--- src/rtl/mmio_uart_bridge.sv ---
// mmio_uart_bridge: memory-mapped window giving a core access to a byte-wide
// UART receive/transmit pair through two small FIFOs, plus free-running cycle
// and retired-instruction counters that software can read and clear.
module mmio_uart_bridge #(
  parameter int unsigned FIFO_DEPTH = 8,
  parameter logic [31:0] IO_BASE    = 32'h8000_0000
) (
  input  logic        clk,
  input  logic        rst,
  input  logic [31:0] mmio_addr,
  input  logic        mmio_re,
  input  logic        mmio_we,
  input  logic [31:0] mmio_wdata,
  output logic [31:0] mmio_rdata,
  input  logic        inst_retire,
  input  logic [7:0]  uart_rx_data,
  input  logic        uart_rx_valid,
  output logic        uart_rx_ready,
  output logic [7:0]  uart_tx_data,
  output logic        uart_tx_valid,
  input  logic        uart_tx_ready
);

  localparam int unsigned AW = $clog2(FIFO_DEPTH);
  localparam int unsigned CW = AW + 1;
  localparam logic [CW-1:0] CNT_FULL = CW'(FIFO_DEPTH);
  localparam logic [CW-1:0] CNT_ONE  = CW'(1);
  localparam logic [AW-1:0] PTR_ONE  = AW'(1);

  localparam logic [31:0] OFF_STATUS = 32'h0000_0000;
  localparam logic [31:0] OFF_RXDATA = 32'h0000_0004;
  localparam logic [31:0] OFF_TXDATA = 32'h0000_0008;
  localparam logic [31:0] OFF_CYCLE  = 32'h0000_0010;
  localparam logic [31:0] OFF_INSTR  = 32'h0000_0014;
  localparam logic [31:0] OFF_CLEAR  = 32'h0000_0018;

  // address decode
  logic [31:0] off;
  logic        rd_en;
  logic        sel_rxdata;
  logic        sel_txdata;
  logic        sel_clear;

  // receive FIFO
  logic [7:0]    rx_mem_q [FIFO_DEPTH];
  logic [7:0]    rx_mem_d [FIFO_DEPTH];
  logic [AW-1:0] rx_wr_ptr_q, rx_wr_ptr_d;
  logic [AW-1:0] rx_rd_ptr_q, rx_rd_ptr_d;
  logic [CW-1:0] rx_cnt_q, rx_cnt_d;
  logic          rx_empty, rx_full, rx_push, rx_pop;

  // transmit FIFO
  logic [7:0]    tx_mem_q [FIFO_DEPTH];
  logic [7:0]    tx_mem_d [FIFO_DEPTH];
  logic [AW-1:0] tx_wr_ptr_q, tx_wr_ptr_d;
  logic [AW-1:0] tx_rd_ptr_q, tx_rd_ptr_d;
  logic [CW-1:0] tx_cnt_q, tx_cnt_d;
  logic          tx_empty, tx_full, tx_push, tx_pop;

  // counters, read data, post-reset enable
  logic [31:0] cyc_cnt_q, cyc_cnt_d;
  logic [31:0] inst_cnt_q, inst_cnt_d;
  logic [31:0] rdata_q, rdata_d;
  logic        run_q, run_d;

  // A load and store in the same cycle is treated as the store alone.
  always_comb begin
    off        = mmio_addr - IO_BASE;
    rd_en      = mmio_re & ~mmio_we;
    sel_rxdata = (off == OFF_RXDATA);
    sel_txdata = (off == OFF_TXDATA);
    sel_clear  = (off == OFF_CLEAR);
  end

  // Fullness is judged from the count at the start of the cycle, so a pop
  // never makes room for a push in the same cycle.
  assign rx_empty      = (rx_cnt_q == '0);
  assign rx_full       = (rx_cnt_q == CNT_FULL);
  assign tx_empty      = (tx_cnt_q == '0);
  assign tx_full       = (tx_cnt_q == CNT_FULL);

  // run_q keeps the receiver stalled until the first edge after reset release.
  assign uart_rx_ready = run_q & ~rx_full;
  assign rx_push       = uart_rx_valid & uart_rx_ready;
  assign rx_pop        = rd_en & sel_rxdata & ~rx_empty;

  assign uart_tx_valid = ~tx_empty;
  assign uart_tx_data  = tx_empty ? 8'h00 : tx_mem_q[tx_rd_ptr_q];
  assign tx_push       = mmio_we & sel_txdata & ~tx_full;
  assign tx_pop        = uart_tx_valid & uart_tx_ready;

  assign mmio_rdata    = rdata_q;

  // Receive FIFO next-state: write at wr_ptr, advance pointers, track count.
  always_comb begin
    rx_mem_d    = rx_mem_q;
    rx_wr_ptr_d = rx_wr_ptr_q;
    rx_rd_ptr_d = rx_rd_ptr_q;
    rx_cnt_d    = rx_cnt_q;
    if (rx_push) begin
      rx_mem_d[rx_wr_ptr_q] = uart_rx_data;
      rx_wr_ptr_d           = rx_wr_ptr_q + PTR_ONE;
    end
    if (rx_pop) begin
      rx_rd_ptr_d = rx_rd_ptr_q + PTR_ONE;
    end
    if (rx_push && !rx_pop) begin
      rx_cnt_d = rx_cnt_q + CNT_ONE;
    end else if (!rx_push && rx_pop) begin
      rx_cnt_d = rx_cnt_q - CNT_ONE;
    end
  end

  // Transmit FIFO next-state: stores push the low byte, the UART side pops.
  always_comb begin
    tx_mem_d    = tx_mem_q;
    tx_wr_ptr_d = tx_wr_ptr_q;
    tx_rd_ptr_d = tx_rd_ptr_q;
    tx_cnt_d    = tx_cnt_q;
    if (tx_push) begin
      tx_mem_d[tx_wr_ptr_q] = mmio_wdata[7:0];
      tx_wr_ptr_d           = tx_wr_ptr_q + PTR_ONE;
    end
    if (tx_pop) begin
      tx_rd_ptr_d = tx_rd_ptr_q + PTR_ONE;
    end
    if (tx_push && !tx_pop) begin
      tx_cnt_d = tx_cnt_q + CNT_ONE;
    end else if (!tx_push && tx_pop) begin
      tx_cnt_d = tx_cnt_q - CNT_ONE;
    end
  end

  // Counters wrap naturally at 32 bits; a clear store wins over the increment.
  always_comb begin
    run_d = 1'b1;
    if (mmio_we && sel_clear) begin
      cyc_cnt_d  = '0;
      inst_cnt_d = '0;
    end else begin
      cyc_cnt_d  = cyc_cnt_q + 32'd1;
      inst_cnt_d = inst_cnt_q + {31'd0, inst_retire};
    end
  end

  // Load data mux; anything not a mapped readable offset returns zero.
  always_comb begin
    rdata_d = '0;
    if (rd_en) begin
      case (off)
        OFF_STATUS: rdata_d = {30'd0, ~rx_empty, ~tx_full};
        OFF_RXDATA: rdata_d = rx_empty ? 32'd0 : {24'd0, rx_mem_q[rx_rd_ptr_q]};
        OFF_CYCLE:  rdata_d = cyc_cnt_q;
        OFF_INSTR:  rdata_d = inst_cnt_q;
        default:    rdata_d = '0;
      endcase
    end
  end

  // All state, cleared asynchronously; reset discards any FIFO contents.
  always_ff @(posedge clk or negedge rst) begin
    if (!rst) begin
      for (int i = 0; i < FIFO_DEPTH; i++) begin
        rx_mem_q[i] <= '0;
        tx_mem_q[i] <= '0;
      end
      rx_wr_ptr_q <= '0;
      rx_rd_ptr_q <= '0;
      rx_cnt_q    <= '0;
      tx_wr_ptr_q <= '0;
      tx_rd_ptr_q <= '0;
      tx_cnt_q    <= '0;
      cyc_cnt_q   <= '0;
      inst_cnt_q  <= '0;
      rdata_q     <= '0;
      run_q       <= 1'b0;
    end else begin
      rx_mem_q    <= rx_mem_d;
      tx_mem_q    <= tx_mem_d;
      rx_wr_ptr_q <= rx_wr_ptr_d;
      rx_rd_ptr_q <= rx_rd_ptr_d;
      rx_cnt_q    <= rx_cnt_d;
      tx_wr_ptr_q <= tx_wr_ptr_d;
      tx_rd_ptr_q <= tx_rd_ptr_d;
      tx_cnt_q    <= tx_cnt_d;
      cyc_cnt_q   <= cyc_cnt_d;
      inst_cnt_q  <= inst_cnt_d;
      rdata_q     <= rdata_d;
      run_q       <= run_d;
    end
  end

endmodule

--- config.mk ---
export PLATFORM = sky130hd
export DESIGN_NAME = mmio_uart_bridge
export DESIGN_NICKNAME = d
export VERILOG_FILES = /design/src/rtl/mmio_uart_bridge.sv
export SDC_FILE = /design/constraint.sdc
export NUM_CORES = 1
export LEC_CHECK = 0
export ABC_AREA = 0
export CAP_MARGIN = 10
export CORE_AREA = 5 5 118 203
export CTS_BUF_LIST = sky130_fd_sc_hd__clkbuf_8
export CTS_CLUSTER_SIZE = 30
export DETAILED_ROUTE_END_ITERATION = 10
export DIE_AREA = 0 0 123 208
export PLACE_DENSITY = 0.77
export SKIP_CTS_REPAIR_TIMING = 1
export SLEW_MARGIN = 40
export SYNTH_ARGS = -nofsm -noshare
export SYNTH_HDL_FRONTEND = slang
export SYNTH_SLANG_ARGS = --single-unit
export TNS_END_PERCENT = 1
--- constraint.sdc ---
create_clock -name clk -period 2.7 [get_ports clk]
set_input_delay 0.54 -clock clk [delete_from_list [all_inputs] [get_ports clk]]
set_output_delay 0.54 -clock clk [all_outputs]
set_load 0.1 [all_outputs]
==> metrics.md, run 1 <==
| Metric | Value |
|---|---|
| Status | finished, final reports clean |
| Clock root buffer | clkbuf_8 |
| Required time at the worst-slack endpoint | 2.16 ns |
| Part of the total power dissipated in sequential elements | 0.495 |
| Initial DRT Pass Iterations | 4 |
| RSZ-0062 raised after global routing | yes |
| Clock group share of total power | 0.349 |
| Half-perimeter wire length after detailed placement | 17,370 um |
| Synthesis-to-layout area growth | 23.83% |
| Most frequent cell after synthesis | dfrtp_1 |
| Die span in x | 123 um |
| # port buffers | 96 |
| Setup TNS Final | 0 ns |
| Period utilization | 0.9837 |
| Number of CTS-inserted buffers | 38 |
| Largest voltage drop on the vdd net | 0.6546 mV |
| Synth Flop Type | dfrtp_1 |
| Endpoints failing hold | 0 |
| Clock tree from TritonCTS | yes |
| Die Ht | 208 um |
| # setup viols final | 0 |
| Number of antenna violations at the first check in global routing | 0 |
| Number of distinct library cells after synthesis | 50 |
| Share of flip-flops with an asynchronous set or reset after synthesis | 1.000 |
| Type of the tightest min-delay check | reg -> reg |
| Num Clock Sinks | 245 |
| Combinational group share of total power | 0.156 |
| Internal power consumption | 6.942 mW |
| Highest clock frequency the design can meet | 376.5 MHz |
| Number of placed instances with taps included | 1,312 |
| Worst skew pair latency | 0.55 ns |
| Top fanout value on the critical path | 6 |
| Cell type with the largest total area after synthesis | dfrtp_1 |
| Switching share of power | 0.2528 |
| Die Footprint | 0.02558 mm^2 |
| Routed via count | 7,600 |
| Post-route minimum period | 2.656 ns |
| Number of max-capacitance violations reported | 0 |
| Synthesis-stage register bit count | 245 |
| Area share of the leading cell type in the synthesized netlist | 0.5350 |
| Category of the worst setup path capture point | output port |
| Register area share after synthesis | 0.5350 |
| Fin area | 0.01419 mm^2 |
| Gate Count Post-Synth | 901 |
| Core Rows | 72 |
| Post-Layout Cell Count | 1,383 |
| Residual DRC | 0 |
| Number of I/O pins | 121 |
| Wire length per cell | 18.16 um |
| Synthesized netlist net count | 995 |
| Mean number of vias per cell | 5.495 |
| Critical Path AT | 2.12 ns |
| Post-synth EDFFs | 0 |
| Number of pins with negative max-slew slack in the final report | 0 |
| Total Routed Length | 25,110 um |
| Global placement routability congestion | 0.8044 |
| Final-stage net count | 1,152 |
| CTS max path bufs | 3 |
| Most instantiated cells after synthesis | dfrtp_1, mux2_2, nor2_1 |
| Number of DRC markers after the initial detailed-route iteration | 358 |
| Share of final-layout standard cells stronger than drive strength 1 | 0.3413 |
| Area after DPL | 0.01330 mm^2 |
| Static leakage | 6.530 nW |
| Net Sw Power | 2.349 mW |
| Maximum number of pins on one net before global-route repair | 68 |
| Power density over cell area | 654.7 mW/mm^2 |
| Clock slew at the register clock pins of the worst setup and hold paths | 0.06 ns |
| Number of warnings reported in the yosys synthesis log | 0 |
| Wire length of the first global-routing pass | 41,280 um |
| Type of origin of the critical path | flop |
| Max_slew headroom | 0.5651 |
| Min Hold Slack | 0.5013 ns |
| Area of the mapped netlist | 0.01146 mm^2 |
| Vias in the first global route | 8,101 |
| Critical path start-end classification | reg -> out |
| Starting Density | 0.5192 |
| GR Overflow Total | 0 |
| Fin Clk Skew | 0.02234 ns |
| Top area cells in the synthesized netlist | dfrtp_1, mux2_2, mux4_2 |
| Number of nets with antenna violations after routing | 0 |
| Average instance area after synthesis | 12.72 um^2 |
| Worst-Margin Slew | 0.6524 ns |
| H-tree lvl count | 2 |
| Post-layout power | 9.291 mW |
| Overall global routing resource usage | 0.2035 |
| Placeable core region | 0.02207 mm^2 |
| ANT cells | 0 |
## area by class of cell
class,instances,area [um^2]
Sequential cell,245,6135
Fill cell,1675,7880
Clock buffer,53,729.5
Multi-Input combinational cell,605,5214
Clock inverter,16,93.84
Inverter,14,58.81
Tap cell,296,370.4
Timing Repair Buffer,154,1590
## metrics by stage
stage	utilization	setup slack, ns
after floorplan	-	-0.4314
after global placement	0.6026	-0.3347
after detailed placement	0.6026	-0.3950
after CTS	0.6399	-0.05185
after global routing	0.6430	-0.01558
final	0.6430	0.04408
## state kept, by name, indices dropped and copies added (netlist names)
name         cells
tx_mem_q        64
rx_mem_q        64
rx_cnt_q         4
run_q            1
inst_cnt_q      32
rx_rd_ptr_q      3
tx_rd_ptr_q      3
tx_cnt_q         4
mmio_rdata      32
cyc_cnt_q       32
rx_wr_ptr_q      3
tx_wr_ptr_q      3
## layout by cell type, fill, tap and decap left out, types with 3 or more instances in the layout
| cell | count |
|---|---|
| dfrtp_1 | 242 |
| mux2_2 | 146 |
| nor2_1 | 108 |
| buf_4 | 75 |
| clkbuf_8 | 53 |
| clkdlybuf4s50_1 | 52 |
| xor2_1 | 47 |
| nand2_1 | 34 |
| mux2i_1 | 32 |
| nand4_1 | 31 |
| nand3_1 | 30 |
| mux4_2 | 30 |
| xnor2_1 | 27 |
| inv_1 | 22 |
| buf_12 | 22 |
| and3_1 | 11 |
| nor2_2 | 11 |
| ha_1 | 11 |
| nor4_1 | 8 |
| nor3_1 | 6 |
| and4_1 | 6 |
| o21ai_0 | 6 |
| a21oi_1 | 6 |
| a22oi_1 | 6 |
| or3_1 | 4 |
| nor2b_1 | 3 |
| nand2b_1 | 3 |
| clkinv_2 | 3 |
| dfrtp_2 | 3 |
## critical path, cell delays in order (launching register included)
cell and delay, ns:
dfrtp_2 0.45, buf_6 0.17, mux4_2 0.50, mux2i_1 0.21, nor2_2 0.08, buf_12 0.17
## final timing paths
kind	start	to	slack (ns)	cells after the start
max	tx_rd_ptr_q[0]$_DFFE_PN0P_	uart_tx_data[1]	0.04	5
min	tx_mem_q[52]$_DFFE_PN0P_	tx_mem_q[52]$_DFFE_PN0P_	0.50	1
max reg2reg	rx_cnt_q[1]$_DFFE_PN0P_	rx_cnt_q[3]$_DFFE_PN0P_	0.26	12
min reg2reg	tx_mem_q[52]$_DFFE_PN0P_	tx_mem_q[52]$_DFFE_PN0P_	0.50	1
max in group asynchronous	rst	rx_wr_ptr_q[1]$_DFFE_PN0P_	1.42	3
min in group asynchronous	rst	mmio_rdata[6]$_DFF_PN0_	0.54	2
## logic make-up after synthesis
group	count (synthesis)	share of synthesized area
AO/OA/AOI/OAI	29	0.01594
XOR/XNOR	74	0.05656
adder cells (fa/ha/maj)	15	0.01769
buffers and inverters	51	0.01791
flip-flops	245	0.5350
multiplexers	210	0.2321
other	1	0.0003272
AND/OR/NAND/NOR	276	0.1245
## metal layers
metal  vias up  global-route usage  routed length, um  part of all wire
met5         -                   0                  0                 0
met4         0             0.08184                816             0.032
met3        65             0.03098                890             0.035
met2       154              0.3724              13990              0.56
met1      3856              0.2331               9412              0.37
li1       3525                   -                  -                 -
## power by group through the flow
stage          combinational [mW]  clock [mW]  sequential, mW
3_3_place_gp                 1.40           0            4.61
6_report                     1.45        3.24            4.60
3_5_place_dp                 1.46           0            4.66
5_1_grt                      1.62        3.51            4.66
2_1_floorplan                1.06           0            4.52
4_1_cts                      1.47        3.34            4.60
No activity file was read; power rests on OpenSTA's default activity.
==> run 2, diff against run 1 <==
--- a/config.mk
+++ b/config.mk
@@ -5,14 +5,14 @@
 export SDC_FILE = /design/constraint.sdc
 export NUM_CORES = 1
 export LEC_CHECK = 0
-export ABC_AREA = 0
+export ABC_AREA = 1
 export CAP_MARGIN = 10
-export CORE_AREA = 5 5 118 203
+export CORE_AREA = 5 5 121 209
 export CTS_BUF_LIST = sky130_fd_sc_hd__clkbuf_8
 export CTS_CLUSTER_SIZE = 30
 export DETAILED_ROUTE_END_ITERATION = 10
-export DIE_AREA = 0 0 123 208
-export PLACE_DENSITY = 0.77
+export DIE_AREA = 0 0 126 214
+export PLACE_DENSITY = 0.78
 export SKIP_CTS_REPAIR_TIMING = 1
 export SLEW_MARGIN = 40
 export SYNTH_ARGS = -nofsm -noshare
==> run 2 against run 1 <==
Net effect:
- the flow now finishes with violations (hold timing)
- global-route usage rose by 3.1 points
- critical path type unchanged
- largest cell class unchanged
- sequential share of layout area down 1.3 points
- combinational power is 6% lower
- cell area rose by 3.1%
- synthesized area grew 7.7%
- total power fell by 2.9%
- largest power group unchanged
- synthesized cell count grew 71%
- clock skew about the same
==> metrics.md, run 2 <==
| Metric | Value |
|---|---|
| Area after DPL | 0.01383 mm^2 |
| Post-layout power | 9.021 mW |
| Number of pins with negative max-slew slack in the final report | 0 |
| Synth Flop Type | dfrtp_1 |
| Share of flip-flops with an asynchronous set or reset after synthesis | 1.000 |
| Global placement routability congestion | 0.9195 |
| Fin area | 0.01464 mm^2 |
| Wire length per cell | 15.64 um |
| Worst skew pair latency | 0.54 ns |
| ANT cells | 0 |
| Die Footprint | 0.02696 mm^2 |
| Power density over cell area | 616.3 mW/mm^2 |
| Critical Path AT | 2.05 ns |
| # setup viols final | 0 |
| H-tree lvl count | 2 |
| Total Routed Length | 31,350 um |
| Placement Setup Slack | -0.3106 ns |
| Critical path start-end classification | reg -> out |
| Critical R2R Launch | tx_cnt_q[0]$_DFFE_PN0P_ |
| Worst-Margin Slew | 0.6383 ns |
| Category of the worst setup path capture point | output port |
| Post-synth EDFFs | 0 |
| Leading cell type in the layout, fill and taps excluded | nand2_1 |
| Standard cell with the maximum stage delay on the critical path | dfrtp_2 |
| Register area share after synthesis | 0.4966 |
| Slack of the worst reg-to-reg path | 0.23 ns |
| Synthesis-to-layout area growth | 18.54% |
| Wire length of the first global-routing pass | 52,650 um |
| Min Hold Slack | -0.01542 ns |
| Post-route minimum period | 2.590 ns |
| Number of antenna violations at the first check in global routing | 0 |
| Half-perimeter wire length after detailed placement | 22,220 um |
| Share of final-layout standard cells stronger than drive strength 1 | 0.1246 |
| GR Overflow Total | 0 |
| Synthesized netlist net count | 1,634 |
| Number of cell instances on the worst register-to-register path | 14 |
| Maximum number of pins on one net before global-route repair | 79 |
| Largest voltage drop on the vdd net | 0.3497 mV |
| Die Ht | 214 um |
| Vias in the first global route | 11,110 |
| Starting Density | 0.5292 |
| Number of I/O pins | 121 |
| Type of the tightest min-delay check | in -> async |
| Overall global routing resource usage | 0.2343 |
| Number of nets with antenna violations after routing | 0 |
| Status | finished, violations left |
| Core Rows | 74 |
| Failing checks | hold timing |
| Number of DRC markers after the initial detailed-route iteration | 779 |
| Number of CTS-inserted buffers | 37 |
| CTS max path bufs | 3 |
| Mean number of vias per cell | 5.394 |
| Initial DRT Pass Iterations | 6 |
| Residual DRC | 0 |
| Largest registers in the final layout | rx_mem_q x64, tx_mem_q x64 |
| Highest clock frequency the design can meet | 386.1 MHz |
| Clock tree from TritonCTS | yes |
| Max_slew headroom | 0.5745 |
| Number of max-capacitance violations reported | 0 |
| End of the critical path | uart_tx_data[3] |
| Period utilization | 0.9594 |
| Type of origin of the critical path | flop |
| Cell type with the largest total area after synthesis | dfrtp_1 |
| Launch point of the critical path | tx_rd_ptr_q[0]$_DFFE_PN0P_ |
| Slowest stage delay, CP | 0.44 ns |
| Gate Count Post-Synth | 1,540 |
| List of cells traversed by the critical path | clkinvlp_4 -> buf_6 -> nor2_1 -> o32ai_1 -> o21ai_0 -> nor2_2 -> buf_12 |
| Most instantiated cells after synthesis | nand2_1, nor2_1, dfrtp_1 |
| Reg-to-reg endpoint | tx_cnt_q[3]$_DFFE_PN0P_ |
| Synthesis-stage register bit count | 245 |
| Fin Clk Skew | 0.02248 ns |
| Average instance area after synthesis | 8.017 um^2 |
| Area of the mapped netlist | 0.01235 mm^2 |
| RSZ-0062 raised after global routing | yes |
| Clock root buffer | clkbuf_8 |
| Most frequent cell after synthesis | nand2_1 |
| Endpoints failing hold | 4 |
| Final-stage net count | 1,770 |
| Number of warnings reported in the yosys synthesis log | 0 |
| Routed via count | 10,820 |
| Clock slew at the register clock pins of the worst setup and hold paths | 0.07 ns |
| Die span in x | 126 um |
| Area share of the leading cell type in the synthesized netlist | 0.4966 |
| Placeable core region | 0.02333 mm^2 |
| Top fanout value on the critical path | 13 |
| # port buffers | 96 |
| Top area cells in the synthesized netlist | dfrtp_1, nand2_1, nor2_1 |
| Setup slack of the critical path after layout | 0.1097 ns |
| Static leakage | 6.863 nW |
| Required time at the worst-slack endpoint | 2.16 ns |
| Num Clock Sinks | 245 |
| Number of distinct library cells after synthesis | 45 |
| Commonest cells after routing, fill and taps aside | nand2_1, nor2_1, dfrtp_1 |
## run 2: changes by cell type after synthesis, sizes merged, moves of 34 or more
cell and delta:
inv +105, mux2 -146, mux2i -34, nand2 +330, nor2 +205, o21ai +215
## run 2: layout make-up
cell class | count | area (um^2)
clock buffers | 49 | 674.4
fillers | 2008 | 8696
well taps | 304 | 380.4
multi-input cells | 1119 | 5474
clock inverters | 15 | 66.31
inverters | 123 | 471.7
flip-flops and latches | 245 | 6133
repair buffers | 150 | 1436
## run 2: stage by stage
step           instances  utilization  setup TNS, ns
6_report            2005       0.6273              0
5_1_grt             2005       0.6273       -0.04979
4_1_cts             2003       0.6247        -0.5912
3_5_place_dp        1939       0.5929         -1.376
3_3_place_gp        1939       0.5929        -0.6730
2_1_floorplan       1540            -         -1.401
## run 2: power by group
group          internal [mW]  total (mW)  switching, mW
registers               4.22        4.64          0.416
clock network           1.62        3.03           1.41
logic                  0.550        1.36          0.808
## run 2: cells by family (layout without fill, tap and decap cells)
family	after synthesis	in the layout	share of synthesized area
simple gates	795	795	0.2754
compound gates	271	271	0.1206
flops	245	245	0.4966
buf+inv	176	337	0.06445
xor+xnor	37	37	0.02625
fa+ha+maj	15	15	0.01642
other cells	1	1	0.0003037
## run 2: worst max-delay path: cells and delay by family (launching register included)
family	cells	cell delay, ns
buf+inv	3	0.47
flops	1	0.44
compound gates	2	0.34
simple gates	2	0.25
## run 2: worst min path at each step
| stage | start | slack (ns) | end |
|---|---|---|---|
| 3_5_place_dp | rx_mem_q[3]$_DFFE_PN0P_ | 0.47 | rx_mem_q[3]$_DFFE_PN0P_ |
| 3_3_place_gp | rx_mem_q[17]$_DFFE_PN0P_ | 0.46 | rx_mem_q[17]$_DFFE_PN0P_ |
| 5_1_grt | rst | 0.02 | rx_cnt_q[0]$_DFFE_PN0P_ |
| 4_1_cts | rst | 0.007 | rx_wr_ptr_q[0]$_DFFE_PN0P_ |
| 2_1_floorplan | rst | 0.24 | cyc_cnt_q[0]$_DFF_PN0_ |
| 6_report | rst | -0.02 | rx_cnt_q[0]$_DFFE_PN0P_ |
## run 2: layer usage
layer | vias to the layer above | share of wire | track usage
li1 | 5229 | - | -
met1 | 5140 | 0.37 | 0.2562
met4 | 0 | 0.050 | 0.1299
met5 | - | 0 | 0
met2 | 330 | 0.54 | 0.4296
met3 | 116 | 0.040 | 0.03166
==> run 3, diff against run 2 <==
--- a/config.mk
+++ b/config.mk
@@ -14,7 +14,7 @@
 export DIE_AREA = 0 0 126 214
 export PLACE_DENSITY = 0.78
 export SKIP_CTS_REPAIR_TIMING = 1
-export SLEW_MARGIN = 40
+export SLEW_MARGIN = 5
 export SYNTH_ARGS = -nofsm -noshare
 export SYNTH_HDL_FRONTEND = slang
 export SYNTH_SLANG_ARGS = --single-unit
==> run 3 against run 2 <==
Net effect:
- the run still ends with hold timing left
- fmax about the same
- cell count is the same
- first-iteration DRC count is 0.13% higher
- sequential power about the same
- via count is 0.17% lower
- flip-flop and latch count unchanged
- die area stayed put
- sequential share of layout area stayed put
- worst setup slack improved by 0.00070 ns
- worst hold slack better by 0.00099 ns
- critical path depth stayed put
- global-route usage did not move
==> metrics.md, run 3 (synthesis results as in run 2) <==
| Metric | Value |
|---|---|
| Period utilization | 0.9591 |
| Die Ht | 214 um |
| Core Rows | 74 |
| Highest clock frequency the design can meet | 386.2 MHz |
| Vias in the first global route | 11,110 |
| Post-layout power | 9.018 mW |
| Residual DRC | 0 |
| # port buffers | 96 |
| Critical path start-end classification | reg -> out |
| Setup TNS Final | 0 ns |
| List of cells traversed by the critical path | clkinvlp_4 -> buf_6 -> nor2_1 -> o32ai_1 -> o21ai_0 -> nor2_2 -> buf_12 |
| Standard cell with the maximum stage delay on the critical path | dfrtp_2 |
| Category of the worst setup path capture point | output port |
| Largest registers in the final layout | rx_mem_q x64, tx_mem_q x64 |
| Starting Density | 0.5292 |
| Post-Layout Cell Count | 2,005 |
| Maximum number of pins on one net before global-route repair | 79 |
| Number of pins with negative max-slew slack in the final report | 0 |
| Total Routed Length | 31,350 um |
| Status | finished, violations left |
| Half-perimeter wire length after detailed placement | 22,220 um |
| Number of placed instances with taps included | 1,939 |
| Synthesis-to-layout area growth | 18.54% |
| Die Footprint | 0.02696 mm^2 |
| Mean number of vias per cell | 5.385 |
| Slowest stage delay, CP | 0.44 ns |
| Endpoints failing hold | 4 |
| Largest voltage drop on the vdd net | 0.3497 mV |
| Post-route minimum period | 2.590 ns |
| Global placement routability congestion | 0.9195 |
| Commonest cells after routing, fill and taps aside | nand2_1, nor2_1, dfrtp_1 |
| Routed via count | 10,800 |
| GR Overflow Total | 0 |
| ANT cells | 0 |
| Static leakage | 6.866 nW |
| Required time at the worst-slack endpoint | 2.16 ns |
| Top fanout value on the critical path | 13 |
| Wire length per cell | 15.64 um |
| Max_slew headroom | 0.3897 |
| CTS max path bufs | 3 |
| Clock root buffer | clkbuf_8 |
| Final cell utilization of the core | 0.6273 |
| Clock slew at the register clock pins of the worst setup and hold paths | 0.07 ns |
| H-tree lvl count | 2 |
| Critical Path AT | 2.05 ns |
| Initial DRT Pass Iterations | 5 |
| Num Clock Sinks | 245 |
| Clock tree from TritonCTS | yes |
| Number of DRC markers after the initial detailed-route iteration | 780 |
| Worst skew pair latency | 0.54 ns |
| Number of nets with antenna violations after routing | 0 |
| Type of the tightest min-delay check | in -> async |
| Share of final-layout standard cells stronger than drive strength 1 | 0.1240 |
| Wire length of the first global-routing pass | 52,650 um |
| Launch point of the critical path | tx_rd_ptr_q[0]$_DFFE_PN0P_ |
| Placeable core region | 0.02333 mm^2 |
| Failing checks | hold timing |
| Number of CTS-inserted buffers | 37 |
| Overall global routing resource usage | 0.2343 |
| Type of origin of the critical path | flop |
| Number of I/O pins | 121 |
| Min Hold Slack | -0.01443 ns |
| RSZ-0062 raised after global routing | yes |
| Number of antenna violations at the first check in global routing | 0 |
| # setup viols final | 0 |
| Final-stage net count | 1,770 |
| Die span in x | 126 um |
| Number of max-capacitance violations reported | 0 |
| Worst-Margin Slew | 0.9145 ns |
| Power density over cell area | 616.2 mW/mm^2 |
| Fin Clk Skew | 0.02245 ns |
| Critical R2R Launch | tx_cnt_q[0]$_DFFE_PN0P_ |
| Leading cell type in the layout, fill and taps excluded | nand2_1 |
## run 3: final cells by class
type / instances / area [um^2]
fillers: 2008 / 8696
flip-flops and latches: 245 / 6133
multi-input cells: 1119 / 5474
repair buffers: 150 / 1436
clock buffers: 49 / 674.4
inverters: 123 / 471.7
well taps: 304 / 380.4
clock inverters: 15 / 66.31
## run 3: report_power, final
part / internal (mW) / leakage, nW / switching, mW
clock network: 1.62 / 0.420 / 1.41
registers: 4.22 / 3.20 / 0.415
logic: 0.550 / 3.25 / 0.807
total: 6.39 / 6.87 / 2.63
## run 3: critical path, delay by kind of cell, from the launching register on
kind	cells	cell delay, ns
AOI/OAI and AO/OA	2	0.34
buffers and inverters	3	0.47
DFF	1	0.44
and+or+nand+nor	2	0.25
## run 3: path summary, 6_finish.rpt
check | endpoint | slack [ns] | depth (start not counted)
min in group clk | rx_mem_q[53]$_DFFE_PN0P_ | 0.48 | 2
hold reg to reg | rx_mem_q[53]$_DFFE_PN0P_ | 0.48 | 2
max in group asynchronous | rx_mem_q[38]$_DFFE_PN0P_ | 2.00 | 2
setup / recovery | uart_tx_data[3] | 0.11 | 7
hold / removal | rx_cnt_q[0]$_DFFE_PN0P_ | -0.01 | 1
setup reg to reg | tx_cnt_q[3]$_DFFE_PN0P_ | 0.23 | 14
## run 3: metal layers
layer / routed length [um] / part of all wire / up-vias / global-route usage
met5: 0 / 0 / - / 0
met4: 1596 / 0.051 / 0 / 0.1299
met3: 1198 / 0.038 / 118 / 0.03166
met2: 16940 / 0.54 / 314 / 0.4296
met1: 11620 / 0.37 / 5137 / 0.2562
li1: - / - / 5228 / -
## run 3: metrics by stage
step           setup slack, ns  cell area [um^2]  hold WS [ns]
4_1_cts                -0.1853             14580      0.006914
3_3_place_gp           -0.2288             13830        0.4609
6_report                0.1104             14640      -0.01443
2_1_floorplan          -0.1644             12380        0.2444
5_1_grt               -0.01727             14640       0.01584
3_5_place_dp           -0.3106             13830        0.4677
==> patch 1 (settings of run 1) <==
Make the reset (`rst`) synchronous in one clocked block. Comments in the files are not updated.
--- a/src/rtl/mmio_uart_bridge.sv
+++ b/src/rtl/mmio_uart_bridge.sv
@@ -158,7 +158,7 @@
   end
 
   // All state, cleared asynchronously; reset discards any FIFO contents.
-  always_ff @(posedge clk or negedge rst) begin
+  always_ff @(posedge clk) begin
     if (!rst) begin
       for (int i = 0; i < FIFO_DEPTH; i++) begin
         rx_mem_q[i] <= '0;
Formal check against the unedited RTL: differs if rst is asserted again (counterexample within 4 cycles, from zero or initial values and one cycle with rst low); with rst held inactive, the same outputs for 4 cycles.
==> patch 1 against run 1 <==
  * Utilization down 4.9 points
  * Critical path depth rose by 9
  * Global-route usage is 0.12 points lower
  * Total power fell by 16%
  * Count of clock-buffer cells in the layout down 4
  * The run now ends with negative setup slack left
  * Sequential share of layout area shrank 5.8 points
  * Final cell count grew 13%
  * Setup slack worse by 0.12 ns
  * Hold slack lost 0.043 ns
  * Sequential cell count unchanged
  * Design area is 7.7% lower
  * First-iteration DRC count grew 23%
  * Area after synthesis down 8.4%
  * Wire length rose by 3.4%
==> patch 1: results (changes against run 1) <==
status: "finished with violations"
violations: "negative setup slack"
antenna_found_initial: 0  # unchanged
grt_max_degree: 111  # +63%
placedCellCount: 1502  # +14%
cts_inserted_buffers: 36  # -5.3%
dp_hpwl_um: 18600  # +7.3%
p_leak_nw: 4.82  # -26%
layout_setup_ws_ns: -0.0808  # -0.125 ns
gr-usage-met2: 0.377  # +0.00472
place_ws_ns: -0.850  # -0.455 ns
syn_nets: 1202  # +21%
sw_frac_of_total: 0.254  # +0.00143
critical_path_peak_fanout: 3  # -3
skew_ns: 0.0178  # -0.00457 ns
vias_per_cell: 5.51  # +0.35%
ys_seq_area_frac: 0.467  # -0.0676
synth-main-ff-cell: "dfxtp_1"
totalWireLength_um: 26000  # +3.4%
grt_pass1_vias: 8714  # +7.6%
io_buffers: 96  # unchanged
gr-usage-met3: 0.0375  # +0.00652
instances_no_fill: 1569  # +13%
track_usage: 0.202  # -0.00124
clk_pin_slew_ns: 0.07
cts_root_buf: "clkbuf_8"
clk-insertion-delay-late_ns: 0.55  # about the same
worstHoldPathType: "flip-flop to flip-flop"
yosys_warnings: 0  # unchanged
grt_first_pass_wirelength_um: 42100  # +1.9%
fin_tns_setup_ns: -0.0808  # -0.0808 ns
setup_viol: 1  # +1
placed_cell_area_um2: 12200  # -8.4%
first_pass_iters: 6  # +2
fin_nets: 1340  # +16%
worstMarginPinSlew_ns: 0.737  # +0.0848 ns
drt_iter0_drc: 442  # +23%
synth.area.top_cells: "dfxtp_1 47%, nand3_1 8.0%, mux4_2 6.9%"
diodes: 0  # unchanged
drive_gt1_frac: 0.200  # -0.141
ff2ff_setup_slack_ns: -0.04  # -0.30 ns
synth_cells: 1108  # +23%
gp_congestion: 0.821  # +2.1%
ys_top_cells_by_count: "245 x dfxtp_1, 168 x nand3_1, 123 x o21ai_0, 105 x nor2_1, 57 x nand2_1"
async_flop_share: 0  # -1.00
finalHoldViolCount: 0  # unchanged
clock_path_buffers: 3  # unchanged
use_met1: 0.212  # -0.0207
h-tree-depth: 2  # unchanged
yosysUniqueCellTypes: 45  # -10%
largestRegisters: "rx_mem_q (64), tx_mem_q (64)"
crit_arrival_ns: 3.25  # +1.13 ns
ir_drop_uv: 410  # -37%
patch 1: metrics by stage:
step	hold slack, ns	power [W]
2_1_floorplan	0.437	0.00433
4_1_cts	0.460	0.00784
6_report	0.459	0.00776
3_3_place_gp	0.444	0.00467
3_5_place_dp	0.452	0.00469
5_1_grt	0.478	0.00808
patch 1: critical path: stages:
cell	delay [ns]
clkdlybuf4s50_1	0.41
nor4_2	0.31
nand4_1	0.23
buf_4	0.22
nor3_4	0.19
inv_1	0.06
ha_2	0.18
inv_2	0.09
ha_4	0.19
a21o_1	0.16
a21oi_2	0.14
xnor2_1	0.09
or3_1	0.31
a21boi_1	0.14
patch 1: path summary, 6_finish.rpt:
| kind | depth (start not counted) | to | startpoint |
|---|---|---|---|
| min reg2reg | 2 | tx_mem_q[40]$_SDFFE_PN0P_ | tx_mem_q[40]$_SDFFE_PN0P_ |
| min | 2 | tx_mem_q[40]$_SDFFE_PN0P_ | tx_mem_q[40]$_SDFFE_PN0P_ |
| max | 14 | rx_cnt_q[3]$_SDFFE_PN0P_ | mmio_addr[8] |
| max reg2reg | 12 | rx_cnt_q[3]$_SDFFE_PN0P_ | rx_cnt_q[1]$_SDFFE_PN0P_ |
patch 1: area by class of cell:
type | count | area (µm²)
Tap cell | 296 | 370
Timing Repair Buffer | 168 | 1560
Multi-Input combinational cell | 784 | 5450
Clock buffer | 49 | 674
Fill cell | 1806 | 8970
Inverter | 11 | 45.0
Sequential cell | 245 | 4910
Clock inverter | 16 | 101
patch 1: per-layer routing:
metal / part of all wire / wire (µm) / up-vias
met5: 0 / 0 / -
met4: 0.040 / 1050 / 0
met3: 0.050 / 1290 / 64
met2: 0.54 / 14000 / 212
met1: 0.37 / 9630 / 4133
li1: - / - / 4243
patch 1: power groups by stage:
stage               clock, W  combinational [W]  sequential, W
finish               0.00315           0.000903        0.00371
global route         0.00339           0.000977        0.00371
CTS                  0.00323           0.000904        0.00371
detailed placement         0           0.000901        0.00379
global placement           0           0.000887        0.00379
floorplan                  0           0.000553        0.00378
patch 1: cells by family (layout without fill, tap and decap cells):
group                      Yosys count  after routing  synth area share
AOI/OAI and AO/OA                  152            152            0.0755
xor gates and xnor gates            71             71            0.0593
adders and majority gates           15             15            0.0193
buffers and inverters               79            244            0.0310
DFF                                245            245             0.467
muxes                               86             86             0.121
and+or+nand+nor                    460            460             0.227
==> patch 2 (flow settings as in run 1) <==
Made on the original files. Set the parameter `FIFO_DEPTH` to 4 (it was 8).
--- a/src/rtl/mmio_uart_bridge.sv
+++ b/src/rtl/mmio_uart_bridge.sv
@@ -2,7 +2,7 @@
 // UART receive/transmit pair through two small FIFOs, plus free-running cycle
 // and retired-instruction counters that software can read and clear.
 module mmio_uart_bridge #(
-  parameter int unsigned FIFO_DEPTH = 8,
+  parameter int unsigned FIFO_DEPTH = 4,
   parameter logic [31:0] IO_BASE    = 32'h8000_0000
 ) (
   input  logic        clk,
Check against the original RTL: not equivalent (a bounded check fails within 10 cycles, from zero or initial values and one cycle with rst low).
==> patch 2 against run 1 <==
  * Sequential power down 31%
  * Sequential cell count decreased by 70
  * Non-clock buffer count is 17 lower
  * Area after synthesis shrank 27%
  * Utilization decreased by 17 points
  * Wire length shrank 26%
  * Total power decreased by 36%
  * Design area decreased by 26%
  * Hold slack lost 0.48 ns
  * Setup slack improved by 0.0031 ns
  * Clock power is 44% lower
  * Critical endpoint is now rx_cnt_q[1]$_DFFE_PN0P_
==> patch 2: results (changes against run 1) <==
vias_per_cell: 5.06  # -8.0%
nFillCells: 1960  # +17%
placedCellCount: 1103  # -16%
place_ws_ns: -0.625  # -0.230 ns
avgRoutedWirePerCell_um: 16.4  # -9.6%
ys_top_cells_by_count: "175 x dfrtp_1, 97 x nor2_1, 67 x mux2_2, 39 x xor2_1"
h-tree-depth: 4  # +2
ir_drop_uv: 291  # -56%
ff2ff_setup_slack_ns: 0.43  # +0.17 ns
clk_pin_slew_ns: 0.10  # +0.04 ns
p_leak_nw: 4.78  # -27%
grt_max_degree: 55  # -19%
grt_pass1_vias: 6150  # -24%
worstHoldPathType: "primary input to async pin"
cts_inserted_buffers: 17  # -55%
synth.area.top_cells: "dfrtp_1 53%, mux2_2 9.1%, nor2_1 4.4%"
met1_length_um: 7070  # -25%
crit_arrival_ns: 3.00  # +0.88 ns
status: "completed"
drt_iter0_drc: 345  # -3.6%
via_count: 5739  # -24%
ys_seq_area_frac: 0.525  # -0.00955
clock_path_buffers: 2  # -1
whs_ns: 0.0250  # -0.476 ns
route.met3.wl_um: 602  # -32%
clk-insertion-delay-late_ns: 0.46  # -0.09 ns
rr_worst_depth: 10  # -2
[patch 2: changes by cell type in the layout (fill, tap and decap cells not counted), moves of 9 or more]
cell / before / now
mux2_2: 146 / 66
dfrtp_1: 242 / 175
clkbuf_8: 53 / 17
mux2i_1: 32 / 0
a22oi_1: 6 / 32
dlymetal6s2s_1: 0 / 23
clkdlybuf4s50_1: 52 / 30
inv_1: 22 / 8
mux4_2: 30 / 16
nor2_1: 108 / 97
nor2_2: 11 / 0
and2_1: 1 / 11
nand4_1: 31 / 22
[patch 2: layout make-up]
| cell class | count | area, µm² | area share |
|---|---|---|---|
| Timing Repair Buffer | 137 | 1410 | 0.135 |
| Sequential cell | 175 | 4380 | 0.419 |
| Clock buffer | 17 | 234 | 0.0224 |
| Clock inverter | 15 | 168 | 0.0160 |
| Multi-Input combinational cell | 486 | 3860 | 0.369 |
| Inverter | 9 | 33.8 | 0.00323 |
| Tap cell | 296 | 370 | 0.0354 |
[patch 2: critical path, stage by stage]
cell	delay, ns
clkdlybuf4s50_1	0.42
nor4_2	0.20
nand2_2	0.14
or3_4	0.41
or3_4	0.39
ha_4	0.17
inv_2	0.05
fa_1	0.41
mux2_4	0.27
[patch 2: worst paths after layout]
kind | startpoint | end
setup / recovery | mmio_addr[13] | rx_cnt_q[1]$_DFFE_PN0P_
hold / removal | rst | mmio_rdata[25]$_DFF_PN0_
min in group clk | tx_cnt_q[2]$_DFFE_PN0P_ | tx_cnt_q[2]$_DFFE_PN0P_
setup reg to reg | rx_cnt_q[0]$_DFFE_PN0P_ | rx_cnt_q[2]$_DFFE_PN0P_
max in group asynchronous | rst | tx_mem_q[4]$_DFFE_PN0P_
hold reg to reg | tx_cnt_q[2]$_DFFE_PN0P_ | tx_cnt_q[2]$_DFFE_PN0P_
[patch 2: cell families after synthesis]
family                   synth area share
AND/OR/NAND/NOR                     0.177
flip-flops                          0.525
multiplexers                        0.134
XOR/XNOR                           0.0746
AO/OA/AOI/OAI                      0.0428
buffers and inverters              0.0219
adder cells (fa/ha/maj)            0.0243
other                            0.000450
[patch 2: through the flow]
step / cell area, µm² / total power, W
floorplan: 8370 / 0.00377
global placement: 9950 / 0.00407
detailed placement: 9950 / 0.00413
CTS: 10400 / 0.00597
global route: 10500 / 0.00623
finish: 10500 / 0.00591
[patch 2: power by group]
part	switching, W	total, W	leakage, nW	internal (W)
sequential	0.000234	0.00318	2.34	0.00295
clock	0.00105	0.00182	0.198	0.000777
combinational	0.000374	0.000900	2.24	0.000526
[patch 2: routing by layer]
| metal | GRT usage | vias to the layer above |
|---|---|---|
| li1 | - | 2728 |
| met1 | 0.170 | 2880 |
| met2 | 0.280 | 107 |
| met3 | 0.0247 | 24 |
| met4 | 0.0623 | 0 |
| met5 | 0 | - |
